==> src/rtl/game_pkg.sv <==
// Shared types and constants for the game sequencer.
// State encoding doubles as the banner renderer's game_state code.
package game_pkg;

    typedef enum logic [2:0] {
        TITLE = 3'd0,
        LOAD  = 3'd1,
        PLAY  = 3'd2,
        CLEAR = 3'd3,
        OVER  = 3'd4
    } game_state_e;

    localparam logic [6:0] SCORE_MAX = 7'd99;

    // Sum is formed on 8 bits so 99+99 cannot wrap before clamping.
    function automatic logic [6:0] sat_add(
        input logic [6:0] a,
        input logic [6:0] b
    );
        logic [7:0] sum;
        sum = {1'b0, a} + {1'b0, b};
        return (sum > {1'b0, SCORE_MAX}) ? SCORE_MAX : sum[6:0];
    endfunction

endpackage

==> src/rtl/frame_timer.sv <==
// Banner frame counter: counts enabled ticks, saturates at LIMIT.
// Flags the LIMIT-th tick and the saturated condition.
module frame_timer #(
    parameter int LIMIT = 120
) (
    input  logic Clk,
    input  logic reset_h,
    input  logic clear,
    input  logic enable,
    input  logic tick,
    output logic last_tick,
    output logic done
);

    localparam int W = $clog2(LIMIT + 1);

    logic [W-1:0] count;

    always_ff @(posedge Clk) begin
        if (reset_h || clear) begin
            count <= '0;
        end else if (enable && tick && !done) begin
            count <= count + W'(1);
        end
    end

    assign done      = (count == W'(LIMIT));
    assign last_tick = tick && (count == W'(LIMIT - 1));

endmodule

==> src/rtl/game_sequencer.sv <==
// Top-level game flow: title, level load, play, banners and game over.
// Tracks level, lives, banked score and the victory flag.
module game_sequencer
    import game_pkg::*;
#(
    parameter int BANNER_FRAMES = 120,
    parameter int MAX_LEVEL     = 3,
    parameter int START_LIVES   = 3
) (
    input  logic       Clk,
    input  logic       reset_h,
    input  logic       shoot,
    input  logic       VGA_VS,
    input  logic       is_won,
    input  logic       is_lost,
    input  logic [6:0] level_score,
    output logic       level_reset,
    output logic [1:0] level_num,
    output logic [2:0] game_state,
    output logic [1:0] lives,
    output logic [6:0] score,
    output logic       victory
);

    localparam logic [1:0] LAST_LVL  = 2'(MAX_LEVEL - 1);
    localparam logic [1:0] LIVES_INI = 2'(START_LIVES);

    game_state_e state, state_n;
    logic [6:0]  bank, bank_n;
    logic [1:0]  lives_n;
    logic [1:0]  lvl_n;
    logic        vic_n;
    logic [6:0]  score_n;

    logic vs_q;
    logic shoot_q;
    logic frame_tick;
    logic start_evt;
    logic last_tick;
    logic banner_done;
    logic tmr_clear;
    logic tmr_enable;

    assign frame_tick = vs_q & ~VGA_VS;
    assign start_evt  = shoot & ~shoot_q;

    // Any state change restarts the banner count.
    assign tmr_clear  = (state_n != state);
    assign tmr_enable = (state == CLEAR) || (state == OVER);

    frame_timer #(
        .LIMIT(BANNER_FRAMES)
    ) u_frame_timer (
        .Clk      (Clk),
        .reset_h  (reset_h),
        .clear    (tmr_clear),
        .enable   (tmr_enable),
        .tick     (frame_tick),
        .last_tick(last_tick),
        .done     (banner_done)
    );

    always_comb begin
        state_n = state;
        bank_n  = bank;
        lives_n = lives;
        lvl_n   = level_num;
        vic_n   = victory;
        unique case (state)
            TITLE: begin
                if (start_evt) begin
                    lvl_n   = 2'd0;
                    bank_n  = 7'd0;
                    vic_n   = 1'b0;
                    lives_n = LIVES_INI;
                    state_n = LOAD;
                end
            end
            LOAD: begin
                state_n = PLAY;
            end
            PLAY: begin
                if (is_won) begin
                    bank_n  = sat_add(bank, level_score);
                    state_n = CLEAR;
                end else if (is_lost) begin
                    lives_n = lives - 2'd1;
                    if (lives == 2'd1) begin
                        vic_n   = 1'b0;
                        state_n = OVER;
                    end else begin
                        state_n = LOAD;
                    end
                end
            end
            CLEAR: begin
                if (last_tick) begin
                    if (level_num == LAST_LVL) begin
                        vic_n   = 1'b1;
                        state_n = OVER;
                    end else begin
                        lvl_n   = level_num + 2'd1;
                        state_n = LOAD;
                    end
                end
            end
            OVER: begin
                if (start_evt && banner_done) begin
                    state_n = TITLE;
                end
            end
            default: begin
                state_n = TITLE;
            end
        endcase
    end

    // Live score shows the running attempt on top of the bank while playing.
    assign score_n = (state_n == PLAY) ? sat_add(bank_n, level_score) : bank_n;

    always_ff @(posedge Clk) begin
        if (reset_h) begin
            state       <= TITLE;
            bank        <= 7'd0;
            lives       <= 2'd0;
            level_num   <= 2'd0;
            victory     <= 1'b0;
            score       <= 7'd0;
            level_reset <= 1'b1;
            vs_q        <= 1'b1;
            shoot_q     <= 1'b0;
        end else begin
            state       <= state_n;
            bank        <= bank_n;
            lives       <= lives_n;
            level_num   <= lvl_n;
            victory     <= vic_n;
            score       <= score_n;
            level_reset <= (state_n != PLAY);
            vs_q        <= VGA_VS;
            shoot_q     <= shoot;
        end
    end

    assign game_state = state;

endmodule

==> config.mk <==
export PLATFORM = sky130hd
export DESIGN_NAME = game_sequencer
export DESIGN_NICKNAME = d
export VERILOG_FILES = /design/src/rtl/game_pkg.sv /design/src/rtl/frame_timer.sv /design/src/rtl/game_sequencer.sv
export SDC_FILE = /design/constraint.sdc
export NUM_CORES = 1
export LEC_CHECK = 0
export ABC_AREA = 1
export CAP_MARGIN = 20
export CELL_PAD_IN_SITES_DETAIL_PLACEMENT = 0
export CELL_PAD_IN_SITES_GLOBAL_PLACEMENT = 1
export CORE_ASPECT_RATIO = 1.4
export CORE_MARGIN = 5
export CORE_UTILIZATION = 35
export DETAILED_ROUTE_END_ITERATION = 10
export GPL_TIMING_DRIVEN = 0
export MAX_ROUTING_LAYER = met4
export PLACE_DENSITY_LB_ADDON = 0.1
export SLEW_MARGIN = 10
export SYNTH_ARGS = -nofsm -noshare
export SYNTH_HDL_FRONTEND = slang
export SYNTH_HIERARCHICAL = 1
export SYNTH_SLANG_ARGS = --single-unit
==> constraint.sdc <==
create_clock -name Clk -period 4.07 [get_ports Clk]
set_input_delay 0.814 -clock Clk [delete_from_list [all_inputs] [get_ports Clk]]
set_output_delay 0.814 -clock Clk [all_outputs]
set_load 0.02 [all_outputs]
==> impl_metrics.yaml <==
run_status:
  outcome: "finished, final reports clean"
floorplan:
  die_x_um: 79.3
  initial_core_util_pct: 35.8
  dieArea_um2: 8480
  die_h_um: 107
  num_io_pins: 29
  num_rows: 35
  coreArea_um2: 6570
timing:
  max_freq_mhz: 266
  fin_skew_ps: 4.71
  tns_ps: 0
  fin_crit_ps: 3750
  finalHoldViolations: 0
  period_share_pct: 92.2
  tightest_slew_ps: 505
  max-slew-margin-rel_pct: 66.4
  rsz0062_at_grt: "no"
  finalSetupViolations: 0
  slew_violations: 0
synth:
  synth_seq_area_share_pct: 27.3
  syn_nets: 395
  yosysTopAreaCellShare_pct: 27.3
  async_flop_share_pct: 0
  avgSynthCellArea_um2: 6.49
  synth-xor-area-share_pct: 2.61
  yosys.area_share.adder_pct: 11.3
  synth_top_family_by_area: "simple AND/OR/NAND/NOR gates"
  yosysTopAreaCell: "dfxtp_1"
  synth_mux_area_share_pct: 0
  yosys_most_used_dff: "dfxtp_1"
  ys_ff_latch: 32
  ys_types: 34
  synth-simple-area-share_pct: 36.3
  synth_compound_area_share_pct: 11.5
  ys_warn_count: 6
  synth-edff-count: 0
  synthesis.area_um2: 2350
  syn_inst: 362
  synth_area_leaders: "dfxtp_1, nand2_1, ha_1"
route:
  vias_per_cell: 4.81
  vias: 2269
  postRouteAntennaNets: 0
  wl_per_cell_um: 12.6
  drtIter0Drc: 73
  drt-total-wl_um: 5970
  first_pass_iters: 4
  drt_drc_violations_left: 0
placed_design:
  dp_hpwl_um: 4860
  io_buffers: 28
  gp_congestion: 0.828
  dp.cells: 464
worst_setup_path:
  path_class: "input port to register"
  crit_required_ps: 4250
  crit_path_end_kind: "register"
  worst_setup_path_start_kind: "input port"
  critPathMaxFanout: 4
  cp.arrival_ps: 3940
layout:
  syn_to_final_growth_pct: 24.3
  final_cells: 472
  final_common_cell: "nand2_1"
  antennaDiodeCount: 0
  layout_common_cells: "nand2_1, inv_1, nor2_1"
  drive_gt1_share_pct: 13.1
  nNetsFinal: 430
pwr:
  p_sw_uw: 304
  leakage_nw: 1.42
  swShare_pct: 32.7
  powerDensity_nw_per_um2: 318
  internal_power_uw: 626
  p_clk_share_pct: 33.2
  ir_drop_mv: 0.200
  power_frac_seq_pct: 37.1
  p_comb_share_pct: 29.8
grt:
  antenna_found_initial: 0
  grt_pass1_vias: 2218
  grt.overflow.total: 0
  grt_usage_pct: 15.4
  grt_pass1_wl_um: 10000
  grt_max_degree: 11
cts:
  cts_post_setup_buffers_inserted: 0
  numCtsBuffers: 5
  htreeDepth: 2
  clk_pin_slew_ps: 70
  clk_path_buf_depth: 2
  tritoncts: "done"
  clock-root-buffer: "clkbuf_8"
  cts_sinks: 32
  clock_latency_ps: 280
hold_path:
  hold_class: "register to register"
run:
  maxCapViolations: 0
## timing repair
item / in CTS / in global routing
pin swaps: 1 / 4
gates resized for setup: 6 / 12
endpoints found under the setup margin: 6 / 6
endpoints found under the hold margin: 0 / 0
hold buffers: 0 / 0
## path summary, 6_finish.rpt
kind,start,end,slack (ps),depth (start not counted)
min,victory,victory,470,2
max,level_score[2],score[3],320,24
min reg2reg,victory,victory,470,2
max reg2reg,bank[0],score[3],750,23
## metrics by stage
stage | power [mW] | area (um2) | utilization [%] | worst slack [ps] | hold slack (ps)
after floorplan | 0.531 | 2350 | - | 431 | 480
after global placement | 0.621 | 2720 | 41.4 | -564 | 466
after detailed placement | 0.622 | 2720 | 41.4 | -529 | 465
after CTS | 0.940 | 2840 | 43.3 | 23.2 | 475
after global routing | 0.998 | 2920 | 44.5 | 45.5 | 512
final | 0.930 | 2920 | 44.5 | 316 | 469
## metal layers
metal,GRT usage [%],wire length [um],vias to the layer above
met1,16.1,2490,1007
met5,-,0,-
met3,2.61,153,12
met2,28.9,3200,27
met4,4.67,123,0
li1,-,-,1223
## power groups by stage
stage / registers [mW] / logic [mW] / clock network (mW)
global placement: 0.351 / 0.270 / 0
floorplan: 0.371 / 0.160 / 0
global route: 0.347 / 0.315 / 0.335
detailed placement: 0.352 / 0.270 / 0
finish: 0.345 / 0.277 / 0.309
CTS: 0.344 / 0.274 / 0.322
## state kept, by name (all words and copies together), names as in the netlist
name,count
level_reset,1
bank,7
lives,2
game_state,3
vs_q,1
shoot_q,1
level_num,2
u_frame_timer/count,7
victory,1
score,7
## cell type report
class                           count  area [um2]
Fill cell                         713        3650
Inverter                           61         229
Sequential cell                    32         641
Clock inverter                      2        35.0
Tap cell                           74        92.6
Timing Repair Buffer               28         278
Buffer                              4        31.3
Clock buffer                        6        72.6
Multi-Input combinational cell    265        1540
## logic make-up after synthesis
group | Yosys count
fa+ha+maj | 20
flops | 32
compound gates | 48
simple gates | 190
xor+xnor | 7
buf+inv | 65
## worst max-delay path, cell delays in order
cell and delay, ps:
clkdlybuf4s50_1 480, ha_4 320, inv_1 40, nand2_1 100, nand2_1 80, nand2_1 60
nand2_1 70, nand3_1 120, nand3_2 120, nand3_1 90, nand2_1 70, nand2_2 90
ha_4 140, inv_1 50, fa_2 350, inv_1 80, nand4_1 90, o211ai_1 110
xor2_1 230, nand3_1 110, nand2_2 110, inv_1 70, nand2_1 70, nand2_1 50
## synth_stat cells, types with 2 or more instances
cell,instances
a211oi_1,2
a21oi_1,27
buf_6,2
dfxtp_1,32
fa_1,2
ha_1,18
inv_1,49
inv_2,12
nand2_1,90
nand2_4,2
nand3_1,25
nand4_1,8
nor2_1,47
nor2_2,7
nor2_4,4
o211ai_1,3
o21ai_0,8
o21ai_1,3
xnor2_1,3
xor2_1,4
(Power assumes the default switching activity.)
